==> config.mk <==
export PLATFORM = sky130hd
export DESIGN_NAME = systolic_skew_buffer
export DESIGN_NICKNAME = d
export VERILOG_FILES = /design/src/rtl/systolic_skew_buffer.sv
export SDC_FILE = /design/constraint.sdc
export NUM_CORES = 1
export LEC_CHECK = 0
export CAP_MARGIN = 15
export CORE_MARGIN = 2
export CORE_UTILIZATION = 35
export CTS_CLUSTER_DIAMETER = 150
export DETAILED_ROUTE_END_ITERATION = 10
export HOLD_SLACK_MARGIN = 0.03
export PLACE_DENSITY_LB_ADDON = 0.08
export SETUP_SLACK_MARGIN = 0.2
export SLEW_MARGIN = 30
export SYNTH_ARGS = -nofsm -noshare
export SYNTH_HDL_FRONTEND = slang
export SYNTH_SLANG_ARGS = --single-unit
export TNS_END_PERCENT = 5
==> constraint.sdc <==
create_clock -name Clk -period 2.6 [get_ports Clk]
set_input_delay 0.52 -clock Clk [delete_from_list [all_inputs] [get_ports Clk]]
set_output_delay 0.52 -clock Clk [all_outputs]
set_load 0.01 [all_outputs]
==> src/rtl/systolic_skew_buffer.sv <==
// Skew/deskew delay line for the CORDIC systolic QR array: per-channel data and valid
// shift lines, global shift enable, in-flight Busy. Optional build macro: SKEW_ZERO_FILL_EN.
module systolic_skew_buffer #(
    parameter int unsigned NUM_CH     = 4,
    parameter int unsigned DATA_W     = 20,
    parameter int unsigned PIPE_STAGE = 8,
    parameter int unsigned MODE       = 0
) (
    input  logic                     Clk,
    input  logic                     Reset,
    input  logic                     InEn,
    input  logic                     InValid,
    input  logic [NUM_CH*DATA_W-1:0] InData,
    output logic [NUM_CH-1:0]        OutValid,
    output logic [NUM_CH*DATA_W-1:0] OutData,
    output logic                     Busy
);

    function automatic int unsigned skew_delay(input int unsigned c);
        int unsigned d;
        d = c + 1;
        if (c > 0) d = d + (c - 1) * PIPE_STAGE;
        return d;
    endfunction

    localparam int unsigned DMAX = skew_delay(NUM_CH - 1);

    logic [NUM_CH-1:0] ch_busy;

    for (genvar c = 0; c < NUM_CH; c++) begin : g_ch
        // Deskew delays complement the skew so that every channel totals DMAX+1.
        localparam int unsigned DLY = (MODE == 0) ? skew_delay(c) : DMAX + 1 - skew_delay(c);

        logic [DATA_W-1:0] dline [DLY];
        logic [DLY-1:0]    vline;
        logic [DATA_W-1:0] din;

`ifdef SKEW_ZERO_FILL_EN
        assign din = InValid ? InData[c*DATA_W +: DATA_W] : '0;
`else
        assign din = InData[c*DATA_W +: DATA_W];
`endif

        always_ff @(posedge Clk or negedge Reset) begin
            if (!Reset) begin
                vline <= '0;
                for (int unsigned i = 0; i < DLY; i++) dline[i] <= '0;
            end else if (InEn) begin
                vline[0] <= InValid;
                dline[0] <= din;
                for (int unsigned i = 1; i < DLY; i++) begin
                    vline[i] <= vline[i-1];
                    dline[i] <= dline[i-1];
                end
            end
        end

        assign OutValid[c]                  = vline[DLY-1];
        assign OutData[c*DATA_W +: DATA_W] = dline[DLY-1];
        assign ch_busy[c]                   = |vline;
    end

    assign Busy = |ch_busy;

endmodule
Yosys cells after proc, flatten, opt, wreduce, memory -nomap -nowiden. Cells that the tools add are included.

Register bits after elaboration: 714. Latch bits: 0. RAM bits: 0. ROM bits: 0. Input port bits: 84. Output and inout bits: 85. Memories: 0.

Add/sub/neg operators: 0. Multiply operators: 0. Div/mod/pow operators: 0. Magnitude comparators: 0. Equal/unequal tests: 0. Shift operators: 0. Mux-type cells: 0. Bitwise gates (word level): 0. Reductions and logical operators: 1.

Operator list (count): $reduce_or 34->1 (1).

Depth between registers and ports, before layout.
Depth in word-level cells: 1. Depth in mapped cells: 4.

Least setup slack after synthesis. Ideal clock, no wire load.

Path kind: register -> output. Start point: reg g_ch[3].vline[14]. End point: out Busy. Data arrival time: 865 ps. Data required time: 2080 ps. Setup slack: 1215 ps. Stages on the path, launching flop included: 4. Path buffers: 0. Cells stage by stage: dfrtp_1 > nor4_1 > and3_1 > nand3_1.

Longest elaborated chain between the ends: 1.

RTL lines: start, declared (line 35) `logic [DLY-1:0] vline;`; start signal, assigned by index (line 52) `vline[i] <= vline[i-1];`; $reduce_or 34->1 (line 63) `assign Busy = |ch_busy;`; end, declared (line 16) `output logic Busy`.

No other way between the ends.

Worst setup path after layout.
Start point: reg g_ch[3].vline[9]. End point: out Busy.

Same word-level chain as after synthesis.

==> reports/results.ini <==
[setup_path]
cp_max_fo=3
timing.critical_path.required_ns=2.08
slowest_stage=dfrtp_1
arrival_ns=1.75
start_kind=flop
worstSetupPathType=reg2out
cp_cell_sequence=nor4_2 > and3_1 > nand3_2 > buf_6
cp_slowest_stage_delay_ns=0.40
reg2regPathDepth=2
critPathCaptureType=output pin
cp_num_buf_inv=1
critical-path-top-delay-family=simple AND/OR/NAND/NOR gates
cp.depth=4

[die]
start_util=0.353
coreArea_sq_mm=0.0758
die_h_microns=281
die_x_microns=281
num_rows=101
num_io_pins=169
dieArea_sq_mm=0.0788

[synth]
seq_area_frac_synth=0.654
ys_ff_latch=700
ys_types=7
ys_warn_count=0
synth_nets=1633
syn_avg_cell_area_sq_um=17.3
syn_area_sq_mm=0.0268
synthCells=1549

[sta]
fin_crit_ns=2.27
skew_ns=0.0173
period_share=0.871
relSlewSlack=0.660
slew_viol_final=0
rsz0062_at_grt=true
worst_pin_slew_ns=0.510
fmax_mhz=441
hold_viol_final=0
setup_viol=0
tns_ns=0

[power]
p_total_w=0.0337
max-vdd-ir-drop_uv=499
p_per_area_mw_per_mm2=1060
p_leak_nw=13.6

[place]
gp_congestion=0.666
hpwl_microns=26700
port_buffers=168

[cts]
clockRootBuffer=clkbuf_16
worstSkewPairLatency_ns=0.60
path_clk_slew_ns=0.06
tritoncts=done
clockBufferDepth=3
cts_max_level=3
cts_buffers=79
cts_sinks=700

[route]
wl_per_cell_microns=15.3
wl_microns=42200
drt-pass1-iter-count=3
first_iter_violations=354
vias_per_cell=4.58
vias=12600
post-route-drc-count=0
final_antenna_net_count=0

[global_routing]
grt.total_usage=0.111
grt_pass1_wl_microns=71200
grt_max_degree=89
antenna_found_initial=2
grt_pass1_vias=13800
overflow=0

[finish]
antennaDiodeCount=0
synthToLayoutAreaGrowth_pct=18.9
utilization=0.420
final_nets=1798
drive_above_1_share=0.503

[run]
maxCapViolCount=0

[min_path]
hp-class=in2async

[run_status]
status=finished clean

## routing by layer
layer,GRT usage,wire length [microns]
met1,0.129,17000
met4,0.0454,1250
met3,0.0249,1620
met5,0,30
met2,0.197,22300
## synthesized netlist by cell type
cell type / count / area [sq um]
buf_6: 78 / 878
dfrtp_1: 700 / 17500
nand3_1: 1 / 5.00
nor4_1: 5 / 31.3
buf_4: 64 / 480
mux2_2: 700 / 7880
and3_1: 1 / 6.26
## cells in the final DEF (no fill, tap or decap)
cell type / instances
dfrtp_1: 700
clkinvlp_4: 3
dlygate4sd3_1: 1
mux2_2: 700
nand3_2: 1
buf_6: 1
inv_6: 3
buf_8: 2
clkdlybuf4s50_1: 165
clkinv_2: 13
bufinv_16: 6
clkbuf_16: 83
clkbuf_1: 14
clkbuf_8: 20
buf_12: 28
and3_1: 1
buf_4: 29
nor4_2: 3
nor4_1: 2
## path summary, 6_finish.rpt
kind | startpoint | to | slack, ns
min in group Clk | InEn | g_ch[2].dline[155] | 0.45
max reg2reg | g_ch[3].vline[9] | g_ch[3].vline[10] | 1.68
min | Reset | g_ch[1].dline[32] | 0.44
min reg2reg | g_ch[2].dline[187] | g_ch[2].dline[167] | 0.49
max | g_ch[3].vline[9] | Busy | 0.33
max in group asynchronous | Reset | g_ch[3].dline[111] | 1.26
## worst reg2reg max path: stages (launching register included)
cell and delay [ns]:
dfrtp_1 0.40, buf_4 0.14, mux2_2 0.26
## sequential cells by signal, indices dropped and copies added, names as in the netlist
| register | flops |
|---|---|
| g_ch.dline | 620 |
| g_ch.vline | 20 |
| OutData | 60 |
## logic make-up after synthesis
| family | synth area share |
|---|---|
| buffers and inverters | 0.0507 |
| muxes | 0.294 |
| and+or+nand+nor | 0.00159 |
| DFF | 0.654 |
## cell type report
cell class,instances,area [sq um]
sequential,700,17500
clock inverter,25,294
tap,978,1220
multi-input combinational,707,7950
clock buffer,117,2400
timing repair buffer,226,2480
fill,6873,44000
## through the flow
step / hold slack (ns) / setup slack (ns) / cell area, sq um / std cells
2_1_floorplan: 0.224 / 1.21 / 26800 / 1549
6_report: 0.440 / 0.334 / 31900 / 2753
4_1_cts: 0.409 / 0.210 / 31800 / 2751
3_5_place_dp: 0.477 / 0.579 / 29100 / 2608
3_3_place_gp: 0.472 / 0.532 / 29100 / 2608
5_1_grt: 0.426 / 0.193 / 31900 / 2753
## power by group
group,leakage [nW],total [W],switching (W),internal [W]
Clock,1.33,0.0113,0.00429,0.00699
Combinational,3.95,0.00566,0.00175,0.00392
Sequential,8.35,0.0167,0.00194,0.0148
Total,13.6,0.0337,0.00797,0.0257
## what timing repair did
action	in CTS	in global routing
endpoints found under the setup margin	1	1
pin swaps	1	2
gates resized for setup	4	5
buffers inserted	0	2
hold endpoints to repair	30	0
hold buffers	1	0
Note: power is estimated with default switching activity, not from simulation.
